### src/rtl/dma_ctrl.sv
// DMA bridge between the nn core and a single-ported DRAM: base-offset address
// translation, a small write buffer, and read/write arbitration onto one req/ack port.
module dma_ctrl #(
    parameter int WBUF_DEPTH = 4,
    parameter int AW         = 10,
    parameter int DW         = 8
) (
    input  logic          i_clk,
    input  logic          i_rst,
    input  logic [AW-1:0] i_rd_base,
    input  logic [AW-1:0] i_wr_base,
    input  logic          i_nn_rd_en,
    input  logic [4:0]    i_nn_rd_addr,
    output logic          o_nn_rd_ready,
    output logic [DW-1:0] o_nn_rd_data,
    output logic          o_nn_rd_valid,
    input  logic          i_nn_wr_en,
    input  logic [4:0]    i_nn_wr_addr,
    input  logic [DW-1:0] i_nn_wr_data,
    output logic          o_wbuf_full,
    output logic          o_wr_overflow,
    output logic          o_mem_en,
    output logic          o_mem_we,
    output logic [AW-1:0] o_mem_addr,
    output logic [DW-1:0] o_mem_wdata,
    input  logic [DW-1:0] i_mem_rdata,
    input  logic          i_mem_ack
);
    localparam int            PW      = $clog2(WBUF_DEPTH);
    localparam int            CW      = PW + 1;
    localparam logic [CW-1:0] DEPTH_C = CW'(WBUF_DEPTH);

    typedef enum logic [1:0] {IDLE, RD, WR} state_t;

    state_t        state_reg;
    logic [AW-1:0] fifo_addr [WBUF_DEPTH];
    logic [DW-1:0] fifo_data [WBUF_DEPTH];
    logic [PW-1:0] wr_ptr_reg;
    logic [PW-1:0] rd_ptr_reg;
    logic [CW-1:0] count_reg;
    logic          rd_pend_reg;
    logic [AW-1:0] rd_addr_reg;

    logic          push;
    logic          pop;
    logic          rd_accept;
    logic [AW-1:0] rd_addr_calc;
    logic [AW-1:0] wr_addr_calc;

    // Address sums wrap modulo 2^AW; the carry out is deliberately discarded.
    assign rd_addr_calc  = i_rd_base + AW'(i_nn_rd_addr);
    assign wr_addr_calc  = i_wr_base + AW'(i_nn_wr_addr);

    // Space is judged on the registered count, so a same-cycle pop never frees room.
    assign push          = i_nn_wr_en && (count_reg < DEPTH_C);
    assign pop           = (state_reg == WR) && i_mem_ack;
    assign rd_accept     = i_nn_rd_en && !rd_pend_reg;
    assign o_nn_rd_ready = !rd_pend_reg;
    assign o_wbuf_full   = (count_reg == DEPTH_C);

    always_ff @(posedge i_clk) begin
        if (push) begin
            fifo_addr[wr_ptr_reg] <= wr_addr_calc;
            fifo_data[wr_ptr_reg] <= i_nn_wr_data;
        end
    end

    always_ff @(posedge i_clk or negedge i_rst) begin
        if (!i_rst) begin
            state_reg     <= IDLE;
            wr_ptr_reg    <= '0;
            rd_ptr_reg    <= '0;
            count_reg     <= '0;
            rd_pend_reg   <= 1'b0;
            rd_addr_reg   <= '0;
            o_nn_rd_data  <= '0;
            o_nn_rd_valid <= 1'b0;
            o_wr_overflow <= 1'b0;
            o_mem_en      <= 1'b0;
            o_mem_we      <= 1'b0;
            o_mem_addr    <= '0;
            o_mem_wdata   <= '0;
        end else begin
            o_nn_rd_valid <= 1'b0;

            if (push)
                wr_ptr_reg <= wr_ptr_reg + PW'(1);
            if (pop)
                rd_ptr_reg <= rd_ptr_reg + PW'(1);
            if (push && !pop)
                count_reg <= count_reg + CW'(1);
            else if (!push && pop)
                count_reg <= count_reg - CW'(1);

            if (i_nn_wr_en && !push)
                o_wr_overflow <= 1'b1;

            if (rd_accept) begin
                rd_pend_reg <= 1'b1;
                rd_addr_reg <= rd_addr_calc;
            end

            case (state_reg)
                IDLE: begin
                    // A full buffer outranks a pending read so nn writes are not stalled forever.
                    if (o_wbuf_full || (!rd_pend_reg && count_reg != '0)) begin
                        state_reg   <= WR;
                        o_mem_en    <= 1'b1;
                        o_mem_we    <= 1'b1;
                        o_mem_addr  <= fifo_addr[rd_ptr_reg];
                        o_mem_wdata <= fifo_data[rd_ptr_reg];
                    end else if (rd_pend_reg) begin
                        state_reg  <= RD;
                        o_mem_en   <= 1'b1;
                        o_mem_we   <= 1'b0;
                        o_mem_addr <= rd_addr_reg;
                    end
                end
                RD: begin
                    if (i_mem_ack) begin
                        state_reg     <= IDLE;
                        o_mem_en      <= 1'b0;
                        o_nn_rd_data  <= i_mem_rdata;
                        o_nn_rd_valid <= 1'b1;
                        rd_pend_reg   <= 1'b0;
                    end
                end
                WR: begin
                    if (i_mem_ack) begin
                        state_reg <= IDLE;
                        o_mem_en  <= 1'b0;
                    end
                end
                default: begin
                    state_reg <= IDLE;
                    o_mem_en  <= 1'b0;
                end
            endcase
        end
    end
endmodule

### config.mk
export PLATFORM = sky130hd
export DESIGN_NAME = dma_ctrl
export DESIGN_NICKNAME = d
export VERILOG_FILES = /design/src/rtl/dma_ctrl.sv
export SDC_FILE = /design/constraint.sdc
export NUM_CORES = 1
export LEC_CHECK = 0
export BUFFER_PORTS_ARGS = -buffer_cell sky130_fd_sc_hd__buf_2
export CORE_MARGIN = 1
export CORE_UTILIZATION = 55
export CTS_BUF_LIST = sky130_fd_sc_hd__clkbuf_8
export DETAILED_ROUTE_END_ITERATION = 6
export MAX_ROUTING_LAYER = met4
export PLACE_DENSITY = 0.74
export RECOVER_POWER = 100
export SLEW_MARGIN = 20
export SYNTH_ARGS = -nofsm -noshare
export SYNTH_HDL_FRONTEND = slang
export SYNTH_SLANG_ARGS = --single-unit
### constraint.sdc
create_clock -name i_clk -period 2.5 [get_ports i_clk]
set_clock_uncertainty 0.1 [all_clocks]
set_input_delay 0.5 -clock i_clk [delete_from_list [all_inputs] [get_ports i_clk]]
set_output_delay 0.5 -clock i_clk [all_outputs]
set_load 0.01 [all_outputs]
# Yosys cells after proc, flatten, opt, wreduce, memory -nomap -nowiden
# Memory sizes are Yosys's and may differ from the RTL's. A register that Yosys moved wholly into a read port is not among the register bits.
# Index checks and enable logic that the tools add are counted.
dict set report word_totals {
  register_bits 42
  ramBits 72
  input_bits 51
  output_inout_bits 32
  memories 2
}
# memory words word_bits read_ports rd_ports_with_merged_regs write_ports line_no
set memory_table {}
lappend memory_table {fifo_addr 4 10 1 0 1 36} ;# logic [AW-1:0] fifo_addr [WBUF_DEPTH];
lappend memory_table {fifo_data 4 8 1 1 1 37} ;# logic [DW-1:0] fifo_data [WBUF_DEPTH];
dict set report op_classes {
  addsub 6
  order_cmp 1
  n_eq_ne 5
  n_mux 21
  reduce_logical 21
}
# op n
set op_table {}
lappend op_table {{$add A10 B5 Y10} 2}
lappend op_table {{$mux W10} 2}
lappend op_table {{$mux W1} 12}
lappend op_table {{$reduce_and A2 Y1} 4}
lappend op_table {{$logic_and A1 B1 Y1} 7}
lappend op_table {{$mux W2} 3}
lappend op_table {{$mux W3} 2}
lappend op_table {{$add A2 B1 Y2 const B} 2}
lappend op_table {{$logic_not A1 Y1} 4}
lappend op_table {{$pmux W2 S2} 1}
lappend op_table {{$reduce_bool A2 Y1} 2}
lappend op_table {{$add A3 B1 Y3 const B} 1}
lappend op_table {{$eq A3 B3 Y1 const B} 1}
lappend op_table {{$lt A3 B3 Y1 const B} 1}
lappend op_table {{$ne A3 B3 Y1 const B} 1}
lappend op_table {{$reduce_bool A3 Y1} 1}
lappend op_table {{$sub A3 B1 Y3 const B} 1}
lappend op_table {{$eq A2 B1 Y1 const B} 1}
lappend op_table {{$eq A2 B2 Y1 const B} 1}
lappend op_table {{$logic_not A2 Y1} 1}
lappend op_table {{$ne A2 B1 Y1 const B} 1}
lappend op_table {{$pmux W1 S2} 1}
lappend op_table {{$reduce_or A2 Y1} 1}
lappend op_table {{$logic_or A1 B1 Y1} 1}

# Longest topological paths before layout
# Gate-level depths: netlist of run 1.
dict set report depth {
  depth_word 6
  ltp_mapped 9
  mapped_depth_nobuf 9
}

# Worst setup path after synthesis of run 1
# No wires, ideal clock.
dict set report synth_timing {
  path_type {input-to-reg}
  start {input i_wr_base[0]}
  end {memory fifo_addr[0][8], data pin}
  setup_time_ns 0.272
  arrival_time_ns 1.841
  path_slack_ns 0.286
  path_stages 7
  cell_sequence {ha_1 > fa_1 > a21o_1 > a21oi_1 > nor2_1 > o2111ai_1 > xnor2_1}
}
dict set report synth_via {
  elab_chain_len 1
}
# item line_no
set synth_lines {}
lappend synth_lines {{start: declaration} 11} ;# input logic [AW-1:0] i_wr_base,
lappend synth_lines {{$add A10 B5 Y10} 52} ;# assign wr_addr_calc = i_wr_base + AW'(i_nn_wr_addr);
lappend synth_lines {{via wr_addr_calc[8]} 48} ;# logic [AW-1:0] wr_addr_calc;
lappend synth_lines {{end: declaration} 36}
# The timed path passes the listed nets, and every way through them passes these cells.

# Final worst setup path of run 1
dict set report layout_timing {
  start {register count_reg[2]}
  end {memory fifo_data[1][2], enable pin}
}
dict set report layout_via {
  elab_chain_len 4
}
# item line_no
set layout_lines {}
lappend layout_lines {{start: declaration} 40} ;# logic [CW-1:0] count_reg;
lappend layout_lines {{start signal: assignment} 91} ;# count_reg <= count_reg + CW'(1);
lappend layout_lines {{start signal: assignment} 93} ;# count_reg <= count_reg - CW'(1);
lappend layout_lines {{$lt A3 B3 Y1} 55} ;# assign push = i_nn_wr_en && (count_reg < DEPTH_C);
lappend layout_lines {{$logic_and A1 B1 Y1} 55}
lappend layout_lines {{$mux W1} 62} ;# if (push) begin
lappend layout_lines {{$mux W1 (implied by the code)} 64} ;# fifo_data[wr_ptr_reg] <= i_nn_wr_data;
lappend layout_lines {{end: declaration} 37}
# Every way passes these cells.

==> insert_results.sql, run 1 <==
INSERT INTO impl_metrics (metric_group, metric, value, unit) VALUES
('outcome', 'status', 'complete, no violations', ''),
('finish', 'post_synthesis_to_final_layout_area_growth', '16.8', '%'),
('sta', 'final-hold-violation-count', '0', ''),
('setup_path', 'critical_path_cell_by_cell', 'nor2b_1 > clkbuf_1 > and2_0 > clkbuf_1', ''),
('route', 'drc', '0', ''),
('placement', 'dp_hpwl', '6370', 'microns'),
('grt', 'antenna_found_initial', '0', ''),
('synthesis', 'seq_total_area_yosys', '63.5', '%'),
('finish', 'layout-drive-gt1-share', '23.5', '%'),
('synthesis', 'synthesis.area', '5380', 'sq um'),
('synthesis', 'synth_cells', '349', ''),
('finish', 'largest_register_ff_count', '40', ''),
('route', 'dr_total_vias', '3209', ''),
('cts', 'cts_max_level', '4', ''),
('worst_hold_path', 'hold_class', 'in2reg', ''),
('grt', 'largest_net_degree_at_the_start_of_global_routing', '23', ''),
('grt', 'grt_total_ovfl', '0', ''),
('floorplan', 'floorplan.io_pins', '83', ''),
('finish', 'final_nets', '527', ''),
('cts', 'cts.repair.resized', '0', ''),
('sta', 'max_clock_freq', '0.468', 'GHz'),
('finish', 'largest-register', 'fifo_addr', ''),
('cts', 'number_of_sinks_handled_by_clock_tree_synthesis', '122', ''),
('sta', 'post-route-period-util', '85.6', '%'),
('synthesis', 'yosysUniqueCellTypes', '50', ''),
('synthesis', 'synth_edf_count', '72', ''),
('floorplan', 'die_height', '101', 'microns'),
('setup_path', 'startpoint_types', 'flop', ''),
('floorplan', 'core_area', '9370', 'sq um'),
('finish', 'stdcell_count', '597', ''),
('cts', 'clkLatencyLatePin', '430', 'ps'),
('route', 'postRouteWirelength', '9420', 'microns'),
('setup_path', 'critPathArrivalTime', '2110', 'ps'),
('floorplan', 'rows', '35', ''),
('synthesis', 'ys_seq_elements', '122', ''),
('setup_path', 'crit_path_max_fanout', '8', ''),
('synthesis', 'synth_fp_nets', '421', ''),
('cts', 'tritoncts', 'yes', ''),
('cts', 'tritoncts.num_buffers', '17', ''),
('pwr', 'power.static_leakage', '2.49', 'nW'),
('sta', 'rsz0062_at_grt', 'false', ''),
('route', 'antenna_nets_post_route', '0', ''),
('setup_path', 'path_common_cell', 'clkbuf_1', ''),
('finish', 'reg.largest.list', 'fifo_addr x40, fifo_data x32', ''),
('finish', 'layout.filler_cells', '725', ''),
('grt', 'grtUsageTotal', '21.4', '%'),
('synthesis', 'synthesis.yosys.warnings', '0', ''),
('grt', 'first_pass_grt_wire_length', '15300', 'microns'),
('sta', 'timing.slew.headroom', '43.0', '%'),
('placement', 'globalplace.congestion', '0.839', ''),
('flow_run', 'max_cap_violations', '0', ''),
('sta', 'report.final.setup_viol', '0', ''),
('cts', 'maximum_number_of_buffers_from_clock_root_to_sink', '2', ''),
('synthesis', 'synthesis.area_per_instance', '15.4', 'sq um'),
('route', 'wl_per_cell', '15.8', 'microns'),
('finish', 'antenna_cells', '0', ''),
('floorplan', 'start_util', '57.4', '%'),
('finish', 'area_of_the_multi_input_gates', '1830', 'sq um'),
('cts', 'root_buffer', 'clkbuf_8', ''),
('synthesis', 'async_sr_flop_fraction', '41.0', '%'),
('sta', 'worstMarginPinSlew', '854', 'ps'),
('route', 'number_of_drc_violations_after_detailed_routing_iteration_0', '119', ''),
('setup_path', 'sort_of_element_at_the_end_of_the_critical_path', 'flop', ''),
('setup_path', 'cpMaxStageDelayCell', 'clkbuf_1', ''),
('sta', 'period_needed', '2140', 'ps'),
('pwr', 'max-vdd-ir-drop', '0.448', 'mV'),
('placement', 'place.detailed.instances', '564', ''),
('setup_path', 'worstPathRequired', '2470', 'ps'),
('setup_path', 'critical_path_class', 'reg2reg', ''),
('pwr', 'power', '6.90', 'mW'),
('pwr', 'power.density', '1100', 'nW/um^2'),
('setup_path', 'critical-path-max-stage-delay', '540', 'ps'),
('sta', 'final_max_slew_viol_count', '0', ''),
('synthesis', 'postSynth.topFlopCell', 'edfxtp_1', ''),
('cts', 'clk_pin_slew', '80', 'ps'),
('grt', 'grt_pass1_vias', '3224', ''),
('floorplan', 'die_area', '10200', 'sq um'),
('placement', 'io_buffer_count', '82', ''),
('route', 'vias_per_cell', '5.38', ''),
('finish', 'final-seq-area', '3410', 'sq um'),
('floorplan', 'die_width', '101', 'microns'),
('route', 'detailedRoute.firstPassIterationCount', '5', '');
[worst max-delay path, delay by kind of cell, from the launching register on]
family        cells  cell delay (ps)
simple gates      2              420
flops             1              440
buf+inv           2              810
[through the flow]
stage | utilization, % | TNS, ps | setup slack (ps) | hold slack (ps) | cell area (sq um)
detailed placement | 63.8 | -32.7 | -8.19 | 284 | 5980
global placement | 63.8 | 0 | 83.3 | 282 | 5980
floorplan | - | 0 | 286 | 104 | 5380
global route | 67.0 | 0 | 169 | 166 | 6280
finish | 67.0 | 0 | 361 | 185 | 6280
CTS | 68.1 | 0 | 456 | 153 | 6380
[path summary, 6_finish.rpt]
| path | start | to | slack [ps] | depth (start not counted) |
|---|---|---|---|---|
| hold / removal | i_nn_wr_en | o_wr_overflow$_DFFE_PN0P_ | 180 | 2 |
| setup / recovery | count_reg[2]$_DFFE_PN0P_ | fifo_data[1][2]$_DFFE_PP_ | 360 | 4 |
| max in group asynchronous | i_rst | o_mem_we$_DFFE_PN0P_ | 850 | 3 |
| setup reg to reg | count_reg[2]$_DFFE_PN0P_ | fifo_data[1][2]$_DFFE_PP_ | 360 | 4 |
| min in group asynchronous | i_rst | rd_addr_reg[0]$_DFFE_PN0P_ | 510 | 2 |
| hold reg to reg | o_wr_overflow$_DFFE_PN0P_ | o_wr_overflow$_DFFE_PN0P_ | 360 | 1 |
[area by class of cell]
type | count | share of cell area [%]
inverters | 16 | 0.957
multi-input cells | 202 | 29.1
repair buffers | 96 | 6.82
clock inverters | 15 | 2.47
clock buffers | 17 | 3.73
flip-flops and latches | 122 | 54.4
well taps | 129 | 2.57
[cells in the mapped netlist (all sizes together), types with 2 or more instances]
cell type  number  area share [%]
a21o            5            0.70
nor2           10            0.74
mux2           18             3.8
o211ai          2            0.28
edfxtp         72              40
buf             6            0.98
nand2b          2            0.37
fa              3             1.1
inv            16             1.1
or4             3            0.42
ha             18             4.2
dfrtp          50              23
xor2            7             1.1
a21oi           6            0.63
a211oi          2            0.37
and2            4            0.47
o21ai          24             2.3
nand2          31             2.3
xnor2          10             1.6
mux2i          10             1.9
nor2b           3            0.35
nand4           3            0.35
nor3b           5            0.70
clkbuf          3            0.21
mux4           18             8.0
nand3           4            0.37
[cell usage in the layout (no fill, tap or decap), types with 4 or more instances in the layout]
cell type / instances
mux2i_1: 10
xnor2_1: 10
o21ai_0: 22
nand3_1: 4
clkbuf_8: 17
inv_6: 6
a21oi_1: 6
dfrtp_1: 50
mux4_1: 7
mux2_2: 18
nand2_1: 30
inv_1: 16
buf_2: 40
edfxtp_1: 72
xor2_1: 7
a21o_1: 5
mux4_2: 11
nor2_1: 10
clkbuf_1: 50
ha_1: 18
nor3b_1: 5
[logic make-up after synthesis]
kind of cell               share of synthesized area [%]
DFF                                                 63.5
and+or+nand+nor                                     6.61
AOI/OAI and AO/OA                                   5.86
muxes                                               13.7
buffers and inverters                               2.30
adders and majority gates                           5.31
xor gates and xnor gates                            2.77
[power breakdown]
part	internal (mW)	leakage, nW	switching [mW]
registers	2.74	1.25	0.258
clock network	0.825	0.198	0.870
logic	0.991	1.04	1.21
total	4.56	2.49	2.34
[layer usage]
metal / routed length, microns / share of wire [%] / global-route usage [%]
met5: 0 / 0 / -
met4: 149 / 1.6 / 7.58
met3: 572 / 6.1 / 6.66
met2: 4290 / 45 / 31.9
met1: 4410 / 47 / 27.9
[timing repair]
action / in CTS / in global routing
hold buffers: 1 / 0
hold endpoints to repair: 10 / 0
buffers inserted: 0 / 0
No activity file was read; power rests on OpenSTA's default activity.
==> run 2: changes to the inputs <==
--- a/config.mk
+++ b/config.mk
@@ -6,13 +6,16 @@
 export NUM_CORES = 1
 export LEC_CHECK = 0
 export BUFFER_PORTS_ARGS = -buffer_cell sky130_fd_sc_hd__buf_2
+export CELL_PAD_IN_SITES_DETAIL_PLACEMENT = 0
+export CELL_PAD_IN_SITES_GLOBAL_PLACEMENT = 1
 export CORE_MARGIN = 1
-export CORE_UTILIZATION = 55
+export CORE_UTILIZATION = 49
 export CTS_BUF_LIST = sky130_fd_sc_hd__clkbuf_8
 export DETAILED_ROUTE_END_ITERATION = 6
 export MAX_ROUTING_LAYER = met4
-export PLACE_DENSITY = 0.74
+export PLACE_DENSITY = 0.78
 export RECOVER_POWER = 100
+export SETUP_SLACK_MARGIN = 0.15
 export SLEW_MARGIN = 20
 export SYNTH_ARGS = -nofsm -noshare
 export SYNTH_HDL_FRONTEND = slang
==> insert_results.sql, run 2 (synthesis results as in run 1) <==
INSERT INTO impl_metrics (metric_group, metric, value, unit) VALUES
('sta', 'post-route-period-util', '85.4', '%'),
('grt', 'antenna_found_initial', '0', ''),
('placement', 'detailed_place.area', '5970', 'sq um'),
('route', 'dr_total_vias', '3128', ''),
('placement', 'place.detailed.instances', '568', ''),
('grt', 'first_pass_grt_wire_length', '15600', 'microns'),
('finish', 'stdcell_count', '600', ''),
('floorplan', 'die_area', '11400', 'sq um'),
('sta', 'timing.final.ws_setup', '366', 'ps'),
('sta', 'worstMarginPinSlew', '1260', 'ps'),
('cts', 'cts_max_level', '4', ''),
('floorplan', 'floorplan.io_pins', '83', ''),
('route', 'number_of_drc_violations_after_detailed_routing_iteration_0', '144', ''),
('floorplan', 'die_width', '107', 'microns'),
('route', 'postRouteWirelength', '9460', 'microns'),
('pwr', 'max-vdd-ir-drop', '0.448', 'mV'),
('placement', 'dp_worst_setup_slack', '72.0', 'ps'),
('floorplan', 'start_util', '51.4', '%'),
('placement', 'dp_hpwl', '6500', 'microns'),
('finish', 'final_util', '60.0', '%'),
('finish', 'layout_commonest_cell', 'edfxtp_1', ''),
('setup_path', 'startpoint_types', 'flop', ''),
('floorplan', 'rows', '37', ''),
('grt', 'largest_net_degree_at_the_start_of_global_routing', '51', ''),
('cts', 'clkLatencyLatePin', '420', 'ps'),
('finish', 'largest_register_ff_count', '40', ''),
('cts', 'root_buffer', 'clkbuf_8', ''),
('cts', 'clk_pin_slew', '80', 'ps'),
('finish', 'layout-drive-gt1-share', '24.1', '%'),
('floorplan', 'core_area', '10500', 'sq um'),
('floorplan', 'die_height', '107', 'microns'),
('worst_hold_path', 'hold_class', 'in2reg', ''),
('placement', 'io_buffer_count', '82', ''),
('cts', 'maximum_number_of_buffers_from_clock_root_to_sink', '2', ''),
('setup_path', 'critPathArrivalTime', '2320', 'ps'),
('route', 'detailedRoute.firstPassIterationCount', '6', ''),
('grt', 'grt_total_ovfl', '0', ''),
('outcome', 'status', 'complete, no violations', ''),
('sta', 'timing.slew.headroom', '16.3', '%'),
('route', 'vias_per_cell', '5.21', ''),
('sta', 'fin_tns_setup', '0', 'ps'),
('finish', 'final_cell_mix', 'edfxtp_1 (72), dfrtp_1 (50), clkbuf_1 (44)', ''),
('cts', 'tritoncts.num_buffers', '17', ''),
('placement', 'globalplace.congestion', '0.837', ''),
('cts', 'number_of_sinks_handled_by_clock_tree_synthesis', '122', ''),
('finish', 'final_design_area_no_fill', '6280', 'sq um'),
('sta', 'final-hold-violation-count', '0', ''),
('setup_path', 'critical_path_class', 'reg2reg', ''),
('sta', 'report.final.setup_viol', '0', ''),
('pwr', 'power.static_leakage', '2.49', 'nW'),
('route', 'antenna_nets_post_route', '0', ''),
('cts', 'post_cts_buffers', '0', ''),
('grt', 'grtUsageTotal', '19.0', '%'),
('cts', 'ctsHoldBuffers', '0', ''),
('flow_run', 'max_cap_violations', '0', ''),
('route', 'wl_per_cell', '15.8', 'microns'),
('cts', 'tritoncts', 'yes', ''),
('sta', 'max_clock_freq', '0.469', 'GHz'),
('finish', 'post_synthesis_to_final_layout_area_growth', '16.8', '%'),
('setup_path', 'crit_path_max_fanout', '20', ''),
('route', 'drc', '0', ''),
('setup_path', 'worstPathRequired', '2690', 'ps'),
('cts', 'cts.repair.resized', '0', ''),
('finish', 'final_nets', '523', ''),
('finish', 'antenna_cells', '0', ''),
('grt', 'grt_pass1_vias', '3230', ''),
('setup_path', 'sort_of_element_at_the_end_of_the_critical_path', 'flop', ''),
('pwr', 'power.density', '1090', 'nW/um^2'),
('sta', 'rsz0062_at_grt', 'false', ''),
('finish', 'reg.largest.list', 'fifo_addr x40, fifo_data x32', ''),
('finish', 'largest-register', 'fifo_addr', ''),
('sta', 'period_needed', '2130', 'ps'),
('sta', 'final_max_slew_viol_count', '0', '');
==> run 2: report_power, final <==
| group | switching [mW] | internal [mW] |
|---|---|---|
| combinational | 1.18 | 0.980 |
| sequential | 0.273 | 2.74 |
| clock | 0.939 | 0.762 |
==> run 2: worst max-delay path, stage by stage (launching register included) <==
cell	delay, ps
dfrtp_1	330
clkbuf_2	580
mux4_1	720
mux2i_1	170
o21ai_0	90
==> run 2: worst paths after layout <==
| kind | start | endpoint | slack (ps) | cells past startpoint |
|---|---|---|---|---|
| max reg2reg | rd_ptr_reg[0]$_DFFE_PN0P_ | o_mem_addr[0]$_DFFE_PN0P_ | 370 | 4 |
| min in group asynchronous | i_rst | o_mem_addr[2]$_DFFE_PN0P_ | 310 | 2 |
| max in group asynchronous | i_rst | rd_ptr_reg[1]$_DFFE_PN0P_ | 1220 | 2 |
| max | rd_ptr_reg[0]$_DFFE_PN0P_ | o_mem_addr[0]$_DFFE_PN0P_ | 370 | 4 |
| min | i_nn_wr_en | o_wr_overflow$_DFFE_PN0P_ | 190 | 2 |
| min reg2reg | o_wr_overflow$_DFFE_PN0P_ | o_wr_overflow$_DFFE_PN0P_ | 360 | 1 |
==> run 2: final cells by class <==
| cell class | instances | area [sq um] |
|---|---|---|
| Clock inverter | 15 | 171 |
| Sequential cell | 122 | 3410 |
| Inverter | 16 | 60.1 |
| Fill cell | 878 | 4190 |
| Clock buffer | 17 | 234 |
| Multi-Input combinational cell | 202 | 1820 |
| Tap cell | 136 | 170 |
| Timing Repair Buffer | 92 | 408 |
==> run 2: metrics by stage <==
stage / hold slack, ps / power [mW]
5_1_grt: 181 / 7.31
2_1_floorplan: 104 / 4.65
4_1_cts: 81.0 / 7.06
3_3_place_gp: 341 / 5.26
6_report: 193 / 6.87
3_5_place_dp: 348 / 5.36
==> run 2: per-layer routing <==
metal  GRT usage, %  part of all wire [%]  wire (microns)
met5              -                     0               0
met1           25.9                    48            4550
met2           28.3                    46            4380
met4           7.44                   1.7             160
met3           4.01                   4.0             376
